===== src/rtl/down_fifo_pkg.sv =====
// Shared definitions for the down FIFO test-pattern writer and its read-side checker.
package down_fifo_pkg;

    localparam logic [15:0] HDR_WORD       = 16'hBE11;
    localparam int          DEF_PKT_WORDS  = 16;
    localparam int          DEF_GAP_CYCLES = 4;

    typedef enum logic [2:0] {
        ST_IDLE,
        ST_HDR,
        ST_SEQ,
        ST_PAY,
        ST_CHK,
        ST_GAP
    } state_e;

    function automatic logic is_emit(input state_e s);
        return (s == ST_HDR) || (s == ST_SEQ) || (s == ST_PAY) || (s == ST_CHK);
    endfunction

endpackage


===== src/rtl/down_fifo_pattern_writer.sv =====
// Framed test-pattern source for the 16-bit write side of the down FIFO.
//   state | meaning
//   IDLE  | no run active, waiting for start
//   HDR   | header word 16'hBE11 pending
//   SEQ   | packet sequence number pending
//   PAY   | payload words pending (running counter)
//   CHK   | checksum (SEQ xor payload) pending
//   GAP   | idle cycles between packets
module down_fifo_pattern_writer
    import down_fifo_pkg::*;
#(
    parameter int PKT_WORDS  = DEF_PKT_WORDS,
    parameter int GAP_CYCLES = DEF_GAP_CYCLES
) (
    input  logic        clk_i,
    input  logic        reset_n_i,
    input  logic        start_i,
    input  logic        stop_i,
    input  logic [15:0] num_pkts_i,
    input  logic [15:0] seed_i,
    input  logic        fifo_full_i,
    output logic        fifo_wr_o,
    output logic [15:0] fifo_dat_o,
    output logic        busy_o,
    output logic        done_o,
    output logic [15:0] pkt_cnt_o,
    output logic [31:0] stall_cnt_o
);

    localparam int WW = $clog2(PKT_WORDS + 1);
    localparam int GW = (GAP_CYCLES > 0) ? $clog2(GAP_CYCLES + 1) : 1;
    localparam logic [WW-1:0] W_LAST = WW'(PKT_WORDS - 1);
    localparam logic [GW-1:0] G_LAST = GW'((GAP_CYCLES > 0) ? GAP_CYCLES - 1 : 0);

    state_e        state_q, state_d;
    logic [15:0]   dat_q, dat_d;
    logic [15:0]   seq_q, seq_d;
    logic [15:0]   pay_q, pay_d;
    logic [15:0]   chk_q, chk_d;
    logic [15:0]   num_q, num_d;
    logic [15:0]   pkt_q, pkt_d;
    logic [31:0]   stall_q, stall_d;
    logic [WW-1:0] wcnt_q, wcnt_d;
    logic [GW-1:0] gcnt_q, gcnt_d;
    logic          stop_q, stop_d;
    logic          done_q, done_d;
    logic          emit, wr, end_run;

    always_comb begin
        state_d = state_q;
        dat_d   = dat_q;
        seq_d   = seq_q;
        pay_d   = pay_q;
        chk_d   = chk_q;
        num_d   = num_q;
        pkt_d   = pkt_q;
        stall_d = stall_q;
        wcnt_d  = wcnt_q;
        gcnt_d  = gcnt_q;
        stop_d  = stop_q;
        done_d  = 1'b0;

        emit    = is_emit(state_q);
        wr      = emit & ~fifo_full_i;
        // A stop seen in the same cycle as the closing word still ends the run.
        end_run = stop_q | stop_i | ((num_q != 16'd0) && ((pkt_q + 16'd1) == num_q));

        if (emit && fifo_full_i && (stall_q != '1))
            stall_d = stall_q + 32'd1;
        if ((state_q != ST_IDLE) && stop_i)
            stop_d = 1'b1;

        case (state_q)
            ST_IDLE: begin
                if (start_i) begin
                    state_d = ST_HDR;
                    dat_d   = HDR_WORD;
                    seq_d   = 16'd0;
                    pay_d   = seed_i;
                    num_d   = num_pkts_i;
                    pkt_d   = 16'd0;
                    stall_d = 32'd0;
                    stop_d  = 1'b0;
                end
            end
            ST_HDR: begin
                if (wr) begin
                    state_d = ST_SEQ;
                    dat_d   = seq_q;
                end
            end
            ST_SEQ: begin
                if (wr) begin
                    state_d = ST_PAY;
                    dat_d   = pay_q;
                    pay_d   = pay_q + 16'd1;
                    chk_d   = seq_q;
                    wcnt_d  = '0;
                end
            end
            ST_PAY: begin
                if (wr) begin
                    chk_d = chk_q ^ dat_q;
                    if (wcnt_q == W_LAST) begin
                        state_d = ST_CHK;
                        dat_d   = chk_q ^ dat_q;
                    end else begin
                        wcnt_d = wcnt_q + 1'b1;
                        dat_d  = pay_q;
                        pay_d  = pay_q + 16'd1;
                    end
                end
            end
            ST_CHK: begin
                if (wr) begin
                    pkt_d = pkt_q + 16'd1;
                    seq_d = seq_q + 16'd1;
                    if (end_run) begin
                        state_d = ST_IDLE;
                        done_d  = 1'b1;
                    end else if (GAP_CYCLES > 0) begin
                        state_d = ST_GAP;
                        gcnt_d  = G_LAST;
                    end else begin
                        state_d = ST_HDR;
                        dat_d   = HDR_WORD;
                    end
                end
            end
            ST_GAP: begin
                if (stop_q || stop_i) begin
                    state_d = ST_IDLE;
                    done_d  = 1'b1;
                end else if (gcnt_q == '0) begin
                    state_d = ST_HDR;
                    dat_d   = HDR_WORD;
                end else begin
                    gcnt_d = gcnt_q - 1'b1;
                end
            end
            default: state_d = ST_IDLE;
        endcase
    end

    always_ff @(posedge clk_i or negedge reset_n_i) begin
        if (!reset_n_i) begin
            state_q <= ST_IDLE;
            dat_q   <= 16'd0;
            seq_q   <= 16'd0;
            pay_q   <= 16'd0;
            chk_q   <= 16'd0;
            num_q   <= 16'd0;
            pkt_q   <= 16'd0;
            stall_q <= 32'd0;
            wcnt_q  <= '0;
            gcnt_q  <= '0;
            stop_q  <= 1'b0;
            done_q  <= 1'b0;
        end else begin
            state_q <= state_d;
            dat_q   <= dat_d;
            seq_q   <= seq_d;
            pay_q   <= pay_d;
            chk_q   <= chk_d;
            num_q   <= num_d;
            pkt_q   <= pkt_d;
            stall_q <= stall_d;
            wcnt_q  <= wcnt_d;
            gcnt_q  <= gcnt_d;
            stop_q  <= stop_d;
            done_q  <= done_d;
        end
    end

    assign fifo_wr_o   = wr;
    assign fifo_dat_o  = dat_q;
    assign busy_o      = (state_q != ST_IDLE);
    assign done_o      = done_q;
    assign pkt_cnt_o   = pkt_q;
    assign stall_cnt_o = stall_q;

endmodule


===== config.mk =====
export PLATFORM = sky130hd
export DESIGN_NAME = down_fifo_pattern_writer
export DESIGN_NICKNAME = d
export VERILOG_FILES = /design/src/rtl/down_fifo_pkg.sv /design/src/rtl/down_fifo_pattern_writer.sv
export SDC_FILE = /design/constraint.sdc
export NUM_CORES = 1
export LEC_CHECK = 0
export ABC_AREA = 1
export BUFFER_PORTS_ARGS = -buffer_cell sky130_fd_sc_hd__buf_2
export CORE_MARGIN = 1
export CORE_UTILIZATION = 59
export CTS_CLUSTER_SIZE = 10
export DETAILED_ROUTE_END_ITERATION = 7
export PLACE_DENSITY = 0.85
export SLEW_MARGIN = 40
export SYNTH_ARGS = -nofsm -noshare
export SYNTH_HDL_FRONTEND = slang
export SYNTH_SLANG_ARGS = --single-unit
export TNS_END_PERCENT = 30

===== constraint.sdc =====
create_clock -name clk_i -period 2.4 [get_ports clk_i]
set_input_delay 0.48 -clock clk_i [delete_from_list [all_inputs] [get_ports clk_i]]
set_output_delay 0.48 -clock clk_i [all_outputs]
set_load 0.05 [all_outputs]

==> After elaboration in Yosys (flattened, before gate mapping) <==
Index checks and enable logic that the tools add are counted.
{ "totals": {"reg_bits": 141, "out_inout_bits": 67, "word_cells": 117, "in_bits": 37} }
{ "classes": {"n_bitwise": 5, "reduce_logical": 25, "n_addsub": 6, "eq_ne": 20, "muxes": 49} }
{ "op_table": {"columns": ["op", "n"], "rows": [
  ["two-way mux 16 bit", 15],
  ["two-way mux 32 bit", 3],
  ["case mux 16 bit (2 select lines)", 3],
  ["case mux 16 bit (5 select lines)", 1],
  ["adder 16 x 1 -> 16 bit, second input constant", 3],
  ["case mux 16 bit (3 select lines)", 1],
  ["two-way mux 3 bit", 13],
  ["adder 32 x 1 -> 32 bit, second input constant", 1],
  ["inequality test 32 bit, second input constant", 1],
  ["inequality test 2 bit, second input constant", 10],
  ["case mux 3 bit (6 select lines)", 1],
  ["== test 16 bit", 1],
  ["nonzero test 16 bit", 1],
  ["XOR 16 bit", 1],
  ["two-way mux 5 bit", 3],
  ["AND reduction 7 bit", 2],
  ["case mux 5 bit (2 select lines)", 1],
  ["AND reduction 5 bit", 2],
  ["== test 3 x 2 -> 1 bit, second input constant", 2],
  ["== test 3 bit, second input constant", 2],
  ["zero test 3 bit", 2],
  ["two-way mux 1 bit", 6],
  ["case mux 3 bit (2 select lines)", 1],
  ["AND reduction 3 bit", 2],
  ["17 further kinds", 27]
]} }

==> Logic depth before layout (Yosys ltp) <==
{ "logic_depth": {"ltp_word": 9, "depth_mapped": 17, "mapped_depth_nobuf": 17} }

==> Worst setup path before layout <==
Ideal clock, no wire load.
{ "synth_timing": {"kind": "register to register", "from": "register pkt_q[1] (netlist: pkt_cnt_o[1])", "to": "register gcnt_q[0]", "path_slack_ns": 0.052, "path_buffers": 0, "stages_incl_launch_ff": 18, "synth_period_minus_slack_ns": 2.348, "setup_ns": 0.066, "required_time_ns": 2.334, "arrival_ns": 2.282, "path_cell_list": "dfrtp_1 -> ha_1 -> nand2_1 -> nor2_1 -> nand3_1 -> nand2_1 -> nand2_1 -> nand2_1 -> nand2_1 -> nor2_1 -> nand2_1 -> nor2_1 -> nand2_1 -> nand2_1 -> nand2_1 -> nand2_1 -> nand2_1 -> nand2_1"} }
{ "synth_between": {"elab_chain_cells": 6} }
{ "synth_rtl": {"columns": ["element", "line_no", "text"], "rows": [
  ["start: declaration", "down_fifo_pattern_writer.sv:41", "logic [15:0] pkt_q, pkt_d;"],
  ["start signal: assignment", "down_fifo_pattern_writer.sv:166", "pkt_q <= pkt_d;"],
  ["adder 16 x 1 -> 16 bit", "down_fifo_pattern_writer.sv:66", "end_run = stop_q | stop_i | ((num_q != 16'd0) && ((pkt_q + 16'd1) == num_q));"],
  ["== test 16 bit", "down_fifo_pattern_writer.sv:66", null],
  ["logical AND 1 bit", "down_fifo_pattern_writer.sv:66", null],
  ["OR 1 bit", "down_fifo_pattern_writer.sv:66", null],
  ["inequality test 2 bit (no source line)", null, null],
  ["AND reduction 5 bit (no source line)", null, null],
  ["end signal: assignment", "down_fifo_pattern_writer.sv:169", "gcnt_q <= gcnt_d;"],
  ["end: declaration", "down_fifo_pattern_writer.sv:44", "logic [GW-1:0] gcnt_q, gcnt_d;"]
]} }
Every way passes these cells.
A chain may end at the register's enable or synchronous reset.

==> Final worst setup path <==
{ "layout_timing": {"from": "register state_q[1]", "to": "output fifo_wr_o"} }
{ "layout_between": {"elab_chain_cells": 5, "word_cells_on_any_way": 8, "classes_between": "4 x eq/ne; 1 x bitwise; 3 x reduce/logical"} }
{ "layout_rtl": {"columns": ["element", "line_no", "text"], "rows": [
  ["start: declaration", "down_fifo_pattern_writer.sv:35", "state_e state_q, state_d;"],
  ["start signal: assignment", "down_fifo_pattern_writer.sv:160", "state_q <= state_d;"],
  ["== test 3 x 1 -> 1 bit / == test 3 x 2 -> 1 bit (equally long branches)", "down_fifo_pkg.sv:18", "return (s == ST_HDR) || (s == ST_SEQ) || (s == ST_PAY) || (s == ST_CHK);"],
  ["logical OR 1 bit (2 in a row)", "down_fifo_pkg.sv:18", null],
  ["logical OR 1 bit (*)", "down_fifo_pkg.sv:18", null],
  ["AND 1 bit (*)", "down_fifo_pattern_writer.sv:64", "wr = emit & ~fifo_full_i;"],
  ["end: declaration", "down_fifo_pattern_writer.sv:22", "output logic fifo_wr_o,"]
]} }
Every way passes the cells marked *; elsewhere a longest branch is shown, timed or not.

==> reports/qor.yml <==
antenna_found_initial: 0
area.sequential_um2: 3530
worst_pin_slew_ns: 0.776
status: "complete, no violations"
synth.largest_area_cell: "dfrtp_1"
final_nets: 1236
crit_buf_inv: 3
syn-cell-area_um2: 8000
cts_max_path_buffers: 2
powerDensity_nw_per_um2: 1130
rr_startpoint: "state_q[0]$_DFFE_PN0P_"
cts_tree: "yes"
ys_seq_elements: 141
slowest_stage: "dfrtp_1"
detail_route.iter0.violations: 885
post-place-ws_ns: -0.00844
period_minus_slack_ns: 2.31
cp-end-kind: "output pin"
async_flop_share_pct: 100
clock_sinks: 141
wirelength_um: 21600
final_antenna_net_count: 0
slew_headroom_pct: 48.2
cts_buffers: 17
cp_data_required_time_ns: 1.92
max_stage_delay_ns: 0.42
cap_violations: 0
hold_viol: 0
diodes: 0
rsz0062_at_grt: "true"
drive_gt1_share_pct: 16.7
ys_warn_count: 0
clock_latency_ns: 0.42
drcViolationCount: 0
clockRootBuffer: "clkbuf_16"
cp-startpoint: "state_q[1]$_DFFE_PN0P_"
ys_top_cells_by_area: "dfrtp_1 44%, nand2_1 11%, o21ai_0 7.5%"
areaGrowthSynthToFinish_pct: 19.7
p_leak_nw: 4.48
vias_per_cell: 5.84
netlist.area_leader.share_pct: 44.1
cp_cell_sequence: "inv_1 > nor2_4 > buf_6 > nor2_4 > a21oi_2 > buf_4"
synth-edff-count: 0
setup_viol: 0
vias: 8062
grt.total_usage_pct: 31.8
nFillCells: 1042
dieArea_um2: 14000
startpoint_type: "flip-flop"
peakVddDrop_mv: 0.756
ff2ff_path_depth: 10
path_max_fanout: 31
crit_path_end: "fifo_wr_o"
grt_pass1_wl_um: 35600
start_util_pct: 60.4
gp_congestion: 0.935
core.rowCount: 42
placed_area_um2: 8860
hpwl_um: 15100
stdcell_area_um2: 9580
coreArea_um2: 13200
fin_skew_ns: 0.0103
fin_crit_sh_pct: 96.2
first_pass_iters: 6
htree_levels: 4
hold_path.class: "in -> async"
place_inst: 1340
ys_seq_area_share_pct: 44.1
cp_common_cell: "nor2_4"
layout.cells.non_filler: 1380
path_class: "reg -> out"
cp.depth: 6
multi_input_area_um2: 3950
avgRoutedWirePerCell_um: 15.7
worstPathArrival_ns: 1.83
ios: 104
timing.fmax_mhz: 433
layout_commonest_cell: "nand2_1"
r2r_end: "fifo_dat_o[1]$_DFFE_PN0P_"
die_h_um: 118
grt_pass1_vias: 7501
die_w_um: 118
ys_types: 46
worst_slack_ns: 0.0912
synth_ff_type: "dfrtp_1"
layout_common_cells: "238 x nand2_1, 140 x dfrtp_1, 120 x inv_1, 120 x o21ai_0, 117 x nor2_1"
port_buffers: 103
slew_violations: 0
crit_family: "buffers and inverters"
rrSetupSlack_ns: 0.13
avgSynthCellArea_um2: 7.52
overflow: 0
cts.clk_slew.worst_paths_ns: 0.06
syn_nets: 1109
netlist_instances: 1064
fin_util_pct: 72.3
grt_max_degree: 54
metrics by stage:
step / TNS [ns] / total power, W / hold slack (ns)
2_1_floorplan: 0 / 0.00672 / 0.184
3_3_place_gp: 0 / 0.00785 / 0.463
3_5_place_dp: -0.00844 / 0.00799 / 0.461
4_1_cts: 0 / 0.0107 / 0.0253
5_1_grt: -0.195 / 0.0115 / 0.0482
6_report: 0 / 0.0108 / 0.0178
sequential cells by signal, summed over array words and instances (netlist names):
register / count
wcnt_q: 5
stop_q: 1
done_o: 1
num_q: 16
chk_q: 16
pay_q: 16
seq_q: 16
fifo_dat_o: 16
gcnt_q: 3
stall_cnt_o: 32
pkt_cnt_o: 16
state_q: 3
synth_stat cells (13+ instances only):
cell,n
dfrtp_1,141
nor3_1,32
nor2_1,123
o22ai_1,16
nand3_1,63
inv_1,120
a21oi_1,59
xor2_1,18
nand4_1,18
clkbuf_1,16
o21ai_0,120
nand2_1,241
a31oi_1,13
cell type report:
| class | instances | share of cell area [%] |
|---|---|---|
| well taps | 176 | 2.30 |
| inverters | 121 | 4.74 |
| multi-input cells | 774 | 41.2 |
| flip-flops and latches | 141 | 36.9 |
| repair buffers | 136 | 8.62 |
| clock buffers | 22 | 5.06 |
| clock inverters | 10 | 1.18 |
routing by layer:
metal / vias up / global-route usage (%) / wire length, um
met5: - / 0 / 0
met2: 407 / 51.9 / 10500
met1: 3794 / 42.7 / 9120
li1: 3805 / - / -
met3: 56 / 6.13 / 1520
met4: 0 / 10.9 / 483
worst register-to-register path, delay by kind of cell (launching register included):
kind                   cells  cell delay [ns]
AO/OA/AOI/OAI              2             0.47
buffers and inverters      4             0.69
flip-flops                 1             0.40
multiplexers               1             0.36
AND/OR/NAND/NOR            3             0.23
cell families (layout without fill, tap and decap cells):
| logic type | Yosys count | after routing | share of synthesized area, % |
|---|---|---|---|
| AND/OR/NAND/NOR | 496 | 496 | 26.4 |
| AO/OA/AOI/OAI | 232 | 232 | 16.2 |
| buffers and inverters | 149 | 289 | 7.18 |
| flip-flops | 141 | 141 | 44.1 |
| XOR/XNOR | 33 | 33 | 4.13 |
| adder cells (fa/ha/maj) | 8 | 8 | 1.25 |
| multiplexers | 5 | 5 | 0.688 |
repair_timing:
item	4_1_cts	5_1_grt
buffers inserted	1	7
hold endpoints to repair	0	0
gates resized for setup	3	15
hold buffers	0	0
pin swaps	1	0
endpoints found under the setup margin	3	34
where the power goes:
group | internal [W] | leakage, nW | switching (W)
Sequential | 0.00302 | 1.84 | 0.000607
Combinational | 0.00152 | 2.34 | 0.00303
Clock | 0.00164 | 0.292 | 0.00101
Total | 0.00618 | 4.48 | 0.00465
worst min path at each step:
stage / endpoint / depth (start not counted)
after floorplan: chk_q[0]$_DFFE_PN0P_ / 0
after global placement: gcnt_q[1]$_DFFE_PN0P_ / 2
after detailed placement: gcnt_q[1]$_DFFE_PN0P_ / 2
after CTS: num_q[7]$_DFFE_PN0P_ / 1
after global routing: num_q[7]$_DFFE_PN0P_ / 1
final: num_q[7]$_DFFE_PN0P_ / 1
Power figures use the tool's default switching activity.
